**src/rtl/srf_pkg.sv**
```systemverilog
// Shared constants for the scoreboarded register file.
// Defaults for data width, index width and read-port count.
package srf_pkg;

    localparam int SRF_DBITS = 32;
    localparam int SRF_ABITS = 4;
    localparam int SRF_NRD   = 2;

    function automatic int srf_words(input int abits);
        return 1 << abits;
    endfunction

    localparam int SRF_WORDS = srf_words(SRF_ABITS);

endpackage

```
**src/rtl/srf_busy_scoreboard.sv**
```systemverilog
// Busy bit per register for multi-cycle producers, plus a
// registered population count of the busy vector.
module srf_busy_scoreboard
    import srf_pkg::*;
#(
    parameter int ABITS    = SRF_ABITS,
    parameter int ZERO_REG = 1
) (
    input  logic                       clk,
    input  logic                       reset,
    input  logic                       issEn,
    input  logic [ABITS-1:0]           issInd,
    input  logic                       wrtEn,
    input  logic [ABITS-1:0]           wrtInd,
    output logic [srf_words(ABITS)-1:0] busy,
    output logic [ABITS:0]             busyCnt
);

    localparam int WORDS = srf_words(ABITS);
    localparam logic [ABITS:0] ONE = {{ABITS{1'b0}}, 1'b1};

    logic             set_ok;
    logic             clr_ok;
    logic             inc;
    logic             dec;
    logic [WORDS-1:0] busy_nxt;

    assign set_ok = issEn && !((ZERO_REG != 0) && (issInd == '0));
    // A same-index issue overrides the clear: the new producer is pending.
    assign clr_ok = wrtEn && !(set_ok && (issInd == wrtInd));
    assign inc    = set_ok && !busy[issInd];
    assign dec    = clr_ok && busy[wrtInd];

    always_comb begin
        busy_nxt = busy;
        if (clr_ok) busy_nxt[wrtInd] = 1'b0;
        if (set_ok) busy_nxt[issInd] = 1'b1;
    end

    always_ff @(posedge clk or posedge reset) begin
        if (reset) begin
            busy    <= '0;
            busyCnt <= '0;
        end else begin
            busy <= busy_nxt;
            unique case ({inc, dec})
                2'b10:   busyCnt <= busyCnt + ONE;
                2'b01:   busyCnt <= busyCnt - ONE;
                default: busyCnt <= busyCnt;
            endcase
        end
    end

endmodule

```
**src/rtl/scoreboard_reg_file.sv**
```systemverilog
// Multi-port register file with write bypass, optional zero
// register and a busy scoreboard driving the pipeline stall.
module scoreboard_reg_file
    import srf_pkg::*;
#(
    parameter int DBITS    = SRF_DBITS,
    parameter int ABITS    = SRF_ABITS,
    parameter int NRD      = SRF_NRD,
    parameter int ZERO_REG = 1,
    parameter int BYPASS   = 1
) (
    input  logic                 clk,
    input  logic                 reset,
    input  logic                 wrtEn,
    input  logic [ABITS-1:0]     wrtInd,
    input  logic [DBITS-1:0]     dIn,
    input  logic [NRD*ABITS-1:0] rdInd,
    input  logic [NRD-1:0]       rdUse,
    output logic [NRD*DBITS-1:0] dOut,
    input  logic                 issEn,
    input  logic [ABITS-1:0]     issInd,
    output logic [NRD-1:0]       rdBusy,
    output logic                 stall,
    output logic [ABITS:0]       busyCnt
);

    localparam int WORDS = srf_words(ABITS);

    logic [DBITS-1:0] regs [WORDS];
    logic [WORDS-1:0] busy;
    logic             wr_ok;

    // Reset also suppresses bypass so outputs read zero while held.
    assign wr_ok = wrtEn && !reset
                && !((ZERO_REG != 0) && (wrtInd == '0));

    always_ff @(posedge clk or posedge reset) begin
        if (reset) begin
            for (int i = 0; i < WORDS; i++) regs[i] <= '0;
        end else if (wr_ok) begin
            regs[wrtInd] <= dIn;
        end
    end

    srf_busy_scoreboard #(
        .ABITS    (ABITS),
        .ZERO_REG (ZERO_REG)
    ) u_sb (
        .clk     (clk),
        .reset   (reset),
        .issEn   (issEn),
        .issInd  (issInd),
        .wrtEn   (wrtEn),
        .wrtInd  (wrtInd),
        .busy    (busy),
        .busyCnt (busyCnt)
    );

    for (genvar k = 0; k < NRD; k++) begin : g_rd
        logic [ABITS-1:0] idx;
        logic             zero;
        logic             hit;

        assign idx  = rdInd[k*ABITS +: ABITS];
        assign zero = (ZERO_REG != 0) && (idx == '0);
        assign hit  = (BYPASS != 0) && wr_ok && (wrtInd == idx);

        assign dOut[k*DBITS +: DBITS] = zero ? '0
                                      : hit  ? dIn
                                      : regs[idx];
        assign rdBusy[k] = busy[idx] && !zero && !hit;
    end

    assign stall = |(rdUse & rdBusy);

endmodule

```
**config.mk**
```make
export PLATFORM = sky130hd
export DESIGN_NAME = scoreboard_reg_file
export DESIGN_NICKNAME = d
export VERILOG_FILES = /design/src/rtl/srf_pkg.sv /design/src/rtl/srf_busy_scoreboard.sv /design/src/rtl/scoreboard_reg_file.sv
export SDC_FILE = /design/constraint.sdc
export NUM_CORES = 1
export LEC_CHECK = 0
export CAP_MARGIN = 20
export CORE_UTILIZATION = 63
export DETAILED_ROUTE_END_ITERATION = 6
export DONT_BUFFER_PORTS = 1
export PLACE_DENSITY = 0.79
export RECOVER_POWER = 100
export SKIP_LAST_GASP = 1
export SYNTH_ARGS = -nofsm -noshare
export SYNTH_HDL_FRONTEND = slang
export SYNTH_SLANG_ARGS = --single-unit
```
**constraint.sdc**
```tcl
create_clock -name clk -period 28.1 [get_ports clk]
set_input_delay 4.215 -clock clk [delete_from_list [all_inputs] [get_ports clk]]
set_output_delay 4.215 -clock clk [all_outputs]
set_load 0.03 [all_outputs]
```
==> out/results.ini, run 1 <==
[floorplanning]
dieArea_mm2=0.04662
die_x_um=215.9
core-area_mm2=0.04528
row_count=78
ioPinCount=126
die_h_um=215.9
start_util=0.6366

[yosys]
synth-seq-area-share=0.4627
synth_top_area_cell=dfrtp_1
synth_cell_types=47
syn_inst=1924
ys_warn_count=0
synth_fp_nets=1983
synthTopCellsByArea=dfrtp_1 (46%), mux4_2 (21%), mux2_2 (19%), a22oi_1 (3.2%), a22o_1 (1.9%)
netlist_area_mm2=0.02883
synth-seq-cells=533
synth.top_cell.area_share=0.4627
avgSynthCellArea_um2=14.98

[placed_design]
numPortBuffers=0
dp_hpwl_um=39640
place_area_mm2=0.02882
gp_congestion=0.8322
dp_slack_ns=17.63

[sta]
maxSlewViolCount=1040
setup_viol=0
finalWorstSetupSlack_ns=12.04
hold_violations=0
rsz0062_at_grt=false
slew_headroom=-5.277
clock_skew_ns=0.002916
fmax_mhz=62.28
setup-tns-final_ns=0
post-route-period-util=0.5714
worst_slew_pin_slew_ns=9.415
finalCriticalPeriod_ns=16.06

[final_layout]
diodes=0
stdcell_area_mm2=0.03065
nNetsFinal=1847
area_delta_synth_final_pct=6.324
layout-drive-gt1-share=0.4717

[clocking]
clk_latency_ns=0.61
cts_num_sinks=533
clk_pin_slew_worst_paths_ns=0.06
ctsLongestPathBuffers=3
h-tree-depth=2
cts_resized=0
root_buffer=clkbuf_16
ctsHoldBuffers=0
cts_tree=built
cts_buffers=56
post_cts_buffers=0

[worst_setup_path]
critPathMaxFanout=184
cp.required_ns=26.45
worstPathArrival_ns=14.40
r2r_cells=10
cp-start-kind=primary input
crit_cells=2
crit_type=in2async
cp-end-kind=asynchronous set/reset pin
cp_top_family=buffers and inverters
crit_path_top_delay_cell=clkbuf_1
critical_path_buf_inv_count=2
critical_path.cell_chain=clkinvlp_2 > clkbuf_1
cpPeakStageDelay_ns=6.80

[power_and_ir_drop]
power_mw=2.274
ir_worst_vdd_mv=0.05278
leakage_nw=13.25
powerDensity_mw_per_mm2=74.19

[grt]
antenna_found_initial=0
grt_pass1_vias=18770
grt_pass1_wl_um=113500
grt_max_degree=185
overflow=0
groute.usage.overall=0.3267

[hold_path]
hold_depth=0
hp-class=reg2reg

[run_status]
status=complete, but fails checks
violations=max-capacitance violations, max-slew violations

[route]
vias_per_cell=7.367
firstDrtPassIters=5
vias=17950
drc=0
ant_nets=0
drt_wl_total_um=74650
initialDrtViolationCount=1727
wl_per_cell_um=30.64

[flow_run]
max_cap_viol_count=23

[cells in the final DEF, fill, tap and decap left out, types with 4 or more instances in the layout]
cell and count:
dfrtp_1 533, mux2_2 469, mux4_2 271, a22oi_1 124, nand2_1 70, a22o_1 63, clkbuf_16 57, clkbuf_1 32
o31ai_1 16, o21ai_0 15, clkinv_2 14, xnor2_1 12, mux2_1 11, clkbuf_8 11, nand2b_1 10, nor2_1 9
nor2b_1 8, bufinv_16 8, buf_4 8, nand3_1 7, a21oi_1 6, mux2i_1 6, nand3b_1 6, nand4_1 5
nor2_4 5, nand2_2 4, nand3_2 4, inv_1 4, nor2b_4 4, ha_1 4
[metrics by stage]
| step | util | instances | hold slack, ns |
|---|---|---|---|
| global placement | 0.6364 | 2329 | 0.3763 |
| floorplan | - | 1924 | 0.4413 |
| CTS | 0.6800 | 2435 | 0.3974 |
| finish | 0.6769 | 2436 | 0.3971 |
| detailed placement | 0.6364 | 2329 | 0.3830 |
| global route | 0.6769 | 2436 | 0.4094 |
[flip-flops by register name, summed over array words and instances, names as in the netlist]
name,count
u_sb.busyCnt,5
regs,512
u_sb.busy,16
[Yosys cell counts, drive strengths merged]
cell type	instances
and3	1
mux4	271
o41a	1
ha	4
a22o	63
inv	5
or3	1
nor2b	12
o41ai	3
nand3b	6
nand4	5
nor2	14
nand2	74
a31oi	2
mux2i	6
o31ai	16
buf	120
nand2b	10
nor4	3
a21o	1
fa	1
a22oi	124
mux2	480
o21ai	15
a311oi	2
and2	3
xnor2	12
a32o	2
o32a	2
or2	1
a21oi	6
nand3	11
o211ai	2
clkbuf	105
xor2	3
dfrtp	533
nor3	4
[cell type report]
class,instances,area (µm²)
Fill cell,3060,14630
Multi-Input combinational cell,1161,14400
Sequential cell,533,13340
Clock buffer,78,1615
Tap cell,600,750.7
Clock inverter,28,361.6
Timing Repair Buffer,31,170.2
Inverter,5,20.02
[path summary, 6_finish.rpt]
check | start | end | slack, ns
setup reg to reg | u_sb.busy[11] | u_sb.busyCnt[4] | 25.01
setup / recovery | reset | regs[71] | 12.04
hold / removal | regs[503] | regs[503] | 0.40
hold reg to reg | regs[503] | regs[503] | 0.40
max in group clk | wrtInd[0] | dOut[62] | 15.17
min in group asynchronous | reset | u_sb.busy[0] | 5.21
[power by group]
part | leakage (nW) | switching [mW] | internal (mW)
logic | 5.42 | 0.188 | 0.272
clock network | 0.983 | 0.311 | 0.475
registers | 6.85 | 0.116 | 0.912
total | 13.3 | 0.615 | 1.66
[cell families (layout without fill, tap and decap cells)]
family,after synthesis,after routing,synth area share
fa+ha+maj,5,5,0.002431
buf+inv,230,142,0.04032
simple gates,145,145,0.02483
mux,757,757,0.4013
compound gates,239,239,0.06389
flops,533,533,0.4627
xor+xnor,15,15,0.004557
[metal layers]
metal / global-route usage / wire length, µm
met1: 0.4457 / 29390
met2: 0.5309 / 37110
met3: 0.06075 / 5802
met4: 0.1190 / 2343
met5: 0 / 0
Note: power is estimated with default switching activity, not from simulation.
==> run 2, diff against run 1 <==
Clock period 28.1 ns to 15.65 ns, I/O delays scaled along.
==> out/results.ini, run 2 (same netlist as run 1, synthesis figures left out) <==
[placed_design]
dp_slack_ns=9.052  ; was 17.63 ns
dp_hpwl_um=40130  ; was 39640 µm
gp_congestion=0.8646  ; was 0.8322
numPortBuffers=0  ; unchanged

[floorplanning]
row_count=78  ; unchanged
core-area_mm2=0.04528  ; unchanged
die_h_um=215.9  ; unchanged
dieArea_mm2=0.04662  ; unchanged
start_util=0.6366  ; unchanged
die_x_um=215.9  ; unchanged
ioPinCount=126  ; unchanged

[route]
vias=18100  ; was 17.95k
wl_per_cell_um=30.95  ; was 30.64 µm
drc=0  ; unchanged
drt_wl_total_um=75420  ; was 74650 µm
ant_nets=0  ; unchanged
vias_per_cell=7.426  ; was 7.367
firstDrtPassIters=5  ; unchanged
initialDrtViolationCount=1893  ; was 1727

[worst_setup_path]
critPathMaxFanout=72  ; was 184
crit_type=in2async  ; unchanged
cp.required_ns=16.41  ; was 26.45 ns
cp-start-kind=primary input  ; unchanged
worstPathArrival_ns=10.22  ; was 14.40 ns
cp-end-kind=asynchronous set/reset pin  ; unchanged

[grt]
grt_pass1_wl_um=116600  ; was 113500 µm
antenna_found_initial=1  ; was 0
grt_pass1_vias=19090  ; was 18.77k
groute.usage.overall=0.3329  ; was 0.3267
overflow=0  ; unchanged
grt_max_degree=136  ; was 185

[final_layout]
final_common_cell=dfrtp_1  ; unchanged
top_register=regs  ; unchanged
layout-drive-gt1-share=0.4698  ; was 0.4717
area_delta_synth_final_pct=6.359  ; was 6.324%
largest_reg_flops=512  ; unchanged
reg_top3=regs (512), u_sb.busy (16), u_sb.busyCnt (5)  ; unchanged
nNetsFinal=1853  ; was 1847
diodes=0  ; unchanged
fillers=3089  ; was 3060
layout_common_cells=dfrtp_1 (533), mux2_2 (473), mux4_2 (271)  ; was dfrtp_1 (533), mux2_2 (469), mux4_2 (271)

[sta]
setup-tns-final_ns=0  ; unchanged
hold_violations=0  ; unchanged
rsz0062_at_grt=false  ; unchanged
post-route-period-util=0.6043
finalWorstSetupSlack_ns=6.192  ; was 12.04 ns
slew_headroom=-1.650  ; was -5.277
maxSlewViolCount=700  ; was 1040
finalCriticalPeriod_ns=9.458
worst_slew_pin_slew_ns=3.975  ; was 9.415 ns
fmax_mhz=105.7
setup_viol=0  ; unchanged
clock_skew_ns=0.005390  ; was 0.002916 ns

[run_status]
violations=max-capacitance violations, max-slew violations  ; unchanged
status=complete, but fails checks  ; unchanged

[clocking]
clk_pin_slew_worst_paths_ns=0.06  ; about the same
cts_tree=built  ; unchanged
root_buffer=clkbuf_16  ; unchanged
post_cts_buffers=0  ; unchanged
h-tree-depth=2  ; unchanged
cts_num_sinks=533  ; unchanged
ctsHoldBuffers=0  ; unchanged
cts_buffers=55  ; was 56
ctsLongestPathBuffers=3  ; unchanged
clk_latency_ns=0.61  ; about the same
cts_resized=0  ; unchanged

[power_and_ir_drop]
ir_worst_vdd_mv=0.08576  ; was 0.05278 mV
leakage_nw=13.24  ; was 13.25 nW
powerDensity_mw_per_mm2=133.2  ; was 74.19 mW/mm²

[flow_run]
max_cap_viol_count=20  ; was 23

[hold_path]
hp-class=reg2reg  ; unchanged

-- run 2: cell type report --
cell class                 count  area [µm²]  area share
clock buffer                  78        1585     0.05170
inverter                       5       20.02   0.0006529
timing repair buffer          38       231.5    0.007549
tap                          600       750.7     0.02448
multi-input combinational   1161       14390      0.4693
clock inverter                22       346.6     0.01130
sequential                   533       13340      0.4350
-- run 2: report_power, final --
group	leakage (nW)	internal, mW	switching [mW]
clock network	0.943	0.851	0.555
registers	6.85	1.64	0.210
logic	5.45	0.491	0.340
-- run 2: stage by stage --
stage               power [mW]  instance area, µm²    util  hold slack, ns  std cells
finish                   4.083               30660  0.6771          0.3926       2437
global route             4.238               30660  0.6771          0.4051       2437
CTS                      4.086               30760  0.6792          0.3968       2433
detailed placement       2.685               28820  0.6365          0.3833       2333
global placement         2.622               28820  0.6365          0.3763       2333
floorplan                2.550               28830       -          0.4413       1924
-- run 2: worst max-delay path, stage by stage --
cell        delay, ns
clkinvlp_2       0.04
clkbuf_1         0.78
clkbuf_1         2.64
clkbuf_1         2.90
clkbuf_1         0.93
buf_16           0.38
-- run 2: final timing paths --
check / from / endpoint / slack (ns) / depth (start not counted)
worst max register to register: u_sb.busy[3] / u_sb.busyCnt[4] / 12.48 / 10
worst min register to register: regs[494] / regs[494] / 0.39 / 0
max in group clk: rdInd[0] / stall / 7.31 / 7
min in group asynchronous: reset / u_sb.busy[3] / 1.96 / 2
worst min-delay path: regs[494] / regs[494] / 0.39 / 0
worst max-delay path: reset / regs[67] / 6.19 / 6
-- run 2: routing by layer --
layer  GRT usage  share of wire
met3     0.07202          0.084
met5           0              0
met2      0.5316           0.49
met4      0.1054          0.029
met1      0.4621           0.40
==> run 3, diff against run 2 <==
Clock period 15.65 ns to 9.9 ns, I/O delays scaled along.
==> out/results.ini, run 3 (same netlist as run 1, synthesis figures left out) <==
[final_layout]
fillers=3047  ; was 3089
largest_reg_flops=512  ; unchanged
top_register=regs  ; unchanged
layout_common_cells=dfrtp_1 (533), mux2_2 (473), mux4_2 (271)  ; unchanged
final_common_cell=dfrtp_1  ; unchanged
reg_top3=regs (512), u_sb.busy (16), u_sb.busyCnt (5)  ; unchanged
area_delta_synth_final_pct=6.233  ; was 6.359%
nNetsFinal=1850  ; was 1853
layout-drive-gt1-share=0.4733  ; was 0.4698
diodes=0  ; unchanged

[grt]
grt_max_degree=178  ; was 136
grt_pass1_vias=19480  ; was 19.09k
top_usage_layer=met2  ; unchanged
groute.usage.overall=0.3334  ; was 0.3329
antenna_found_initial=0  ; was 1
grtUsageMet2=0.5466  ; was 0.5316
overflow=0  ; unchanged
grt_pass1_wl_um=116800  ; was 116600 µm
grt_use_met1=0.4483  ; was 0.4621
met3_usage=0.07047  ; was 0.07202

[clocking]
post_cts_buffers=0  ; unchanged
ctsHoldBuffers=0  ; unchanged
cts_num_sinks=533  ; unchanged
cts_buffers=56  ; was 55
h-tree-depth=2  ; unchanged
ctsLongestPathBuffers=3  ; unchanged
root_buffer=clkbuf_16  ; unchanged
clk_latency_ns=0.61  ; about the same
cts_resized=0  ; unchanged
clk_pin_slew_worst_paths_ns=0.05  ; was 0.06 ns
cts_tree=built  ; unchanged

[placed_design]
dp_slack_ns=5.005  ; was 9.052 ns
dp_hpwl_um=40240  ; was 40130 µm
numPortBuffers=0  ; unchanged
gp_congestion=0.8532  ; was 0.8646

[hold_path]
hold_depth=0  ; unchanged
hp-class=reg2reg  ; unchanged
hold_start=regs[494]  ; unchanged
holdPathEnd=regs[494]  ; unchanged

[floorplanning]
core-area_mm2=0.04528  ; unchanged
row_count=78  ; unchanged
die_h_um=215.9  ; unchanged
dieArea_mm2=0.04662  ; unchanged
die_x_um=215.9  ; unchanged
start_util=0.6366  ; unchanged
ioPinCount=126  ; unchanged

[route]
drc=0  ; unchanged
drt_wl_total_um=75570  ; was 75420 µm
vias=17970  ; was 18.10k
firstDrtPassIters=5  ; unchanged
wl_per_cell_um=31.05  ; was 30.95 µm
vias_per_cell=7.384  ; was 7.426
ant_nets=0  ; unchanged
initialDrtViolationCount=1933  ; was 1893

[sta]
setup-tns-final_ns=0  ; unchanged
finalCriticalPeriod_ns=6.371
slew_headroom=-1.985  ; was -1.650
worst_slew_pin_slew_ns=4.477  ; was 3.975 ns
finalWorstSetupSlack_ns=3.529  ; was 6.192 ns
post-route-period-util=0.6436
clock_skew_ns=0.004486  ; was 0.005390 ns
setup_viol=0  ; unchanged
hold_violations=0  ; unchanged
rsz0062_at_grt=false  ; unchanged
maxSlewViolCount=824  ; was 700
fmax_mhz=157.0

[worst_setup_path]
r2r-start=u_sb.busy[15]  ; was u_sb.busy[3]
worstPathArrival_ns=4.89  ; was 10.22 ns
crit_type=in2out  ; was in2async
critPathMaxFanout=135  ; was 72
cp.required_ns=8.42  ; was 16.41 ns
regToRegSetupSlack_ns=6.70  ; was 12.48 ns
cpMostUsedCell=clkbuf_1  ; unchanged
cp-end-kind=output pin  ; was asynchronous set/reset pin
timing.rr.end=u_sb.busyCnt[4]  ; unchanged
cpPeakStageDelay_ns=1.75  ; was 2.90 ns
crit_path_top_delay_cell=clkbuf_1  ; unchanged
cp-start-kind=primary input  ; unchanged
critical_path.cell_chain=xnor2_1 > nand4_1 > nor3_1 > clkbuf_1 > a311oi_1 > clkbuf_1 > a22o_1  ; was clkinvlp_2 > clkbuf_1 > clkbuf_1 > clkbuf_1 > clkbuf_1 > buf_16
r2r_cells=10  ; unchanged

[power_and_ir_drop]
pwr-share-comb=0.203  ; was 0.204
intPower_mw=4.691  ; was 2.978 mW
swShare=0.2714  ; was 0.2706
clockPowerShare=0.343  ; was 0.344
ir_worst_vdd_mv=0.1727  ; was 0.08576 mV
seqPwrFrac=0.454  ; was 0.452
leakage_nw=13.24  ; about the same
switchingPower_mw=1.747  ; was 1.105 mW
powerDensity_mw_per_mm2=210.2  ; was 133.2 mW/mm²

[run_status]
status=complete, but fails checks  ; unchanged
violations=max-capacitance violations, max-slew violations  ; unchanged

[flow_run]
max_cap_viol_count=21  ; was 20

run 3: how the worst max path moves through the flow:
| stage | startpoint | to | slack [ns] | cells past startpoint |
|---|---|---|---|---|
| after floorplan | reset | regs[0] | 1.17 | 1 |
| after global placement | wrtInd[0] | dOut[30] | 5.09 | 5 |
| after detailed placement | wrtInd[0] | dOut[30] | 5.00 | 5 |
| after CTS | wrtInd[0] | dOut[30] | 5.03 | 5 |
| after global routing | reset | regs[397] | 2.72 | 3 |
| final | rdInd[0] | stall | 3.53 | 7 |
run 3: layout make-up:
class,count,area [µm²],share of cell area
Timing Repair Buffer,34,198.9,0.006496
Multi-Input combinational cell,1161,14390,0.4700
Clock buffer,82,1650,0.05389
Clock inverter,19,272.8,0.008907
Sequential cell,533,13340,0.4355
Tap cell,600,750.7,0.02451
Inverter,5,20.02,0.0006537
run 3: layer usage:
| layer | up-vias | share of wire |
|---|---|---|
| met5 | - | 0 |
| met4 | 0 | 0.031 |
| met3 | 186 | 0.082 |
| met2 | 861 | 0.50 |
| met1 | 9658 | 0.39 |
| li1 | 7268 | - |
run 3: power groups by stage:
stage	Combinational (mW)	Clock (mW)	Sequential, mW
5_1_grt	1.40	2.32	2.97
2_1_floorplan	1.20	0	2.84
4_1_cts	1.32	2.23	2.91
6_report	1.31	2.21	2.92
3_3_place_gp	1.26	0	2.88
3_5_place_dp	1.31	0	2.94
run 3: critical path: cells and delay by family:
family	cells	cell delay (ns)
buffers and inverters	2	2.09
xor gates and xnor gates	1	0.17
AOI/OAI and AO/OA	2	0.60
and+or+nand+nor	2	0.47
run 3: per-stage QoR:
step                        util  cells  hold slack (ns)  total power, mW  cell area, µm²
after global routing      0.6763   2434           0.4071            6.680           30620
after detailed placement  0.6366   2332           0.3820            4.249           28830
after floorplan                -   1924           0.4413            4.031           28830
after CTS                 0.6791   2433           0.3960            6.451           30750
final                     0.6763   2434           0.3911            6.438           30620
after global placement    0.6366   2332           0.3768            4.148           28830
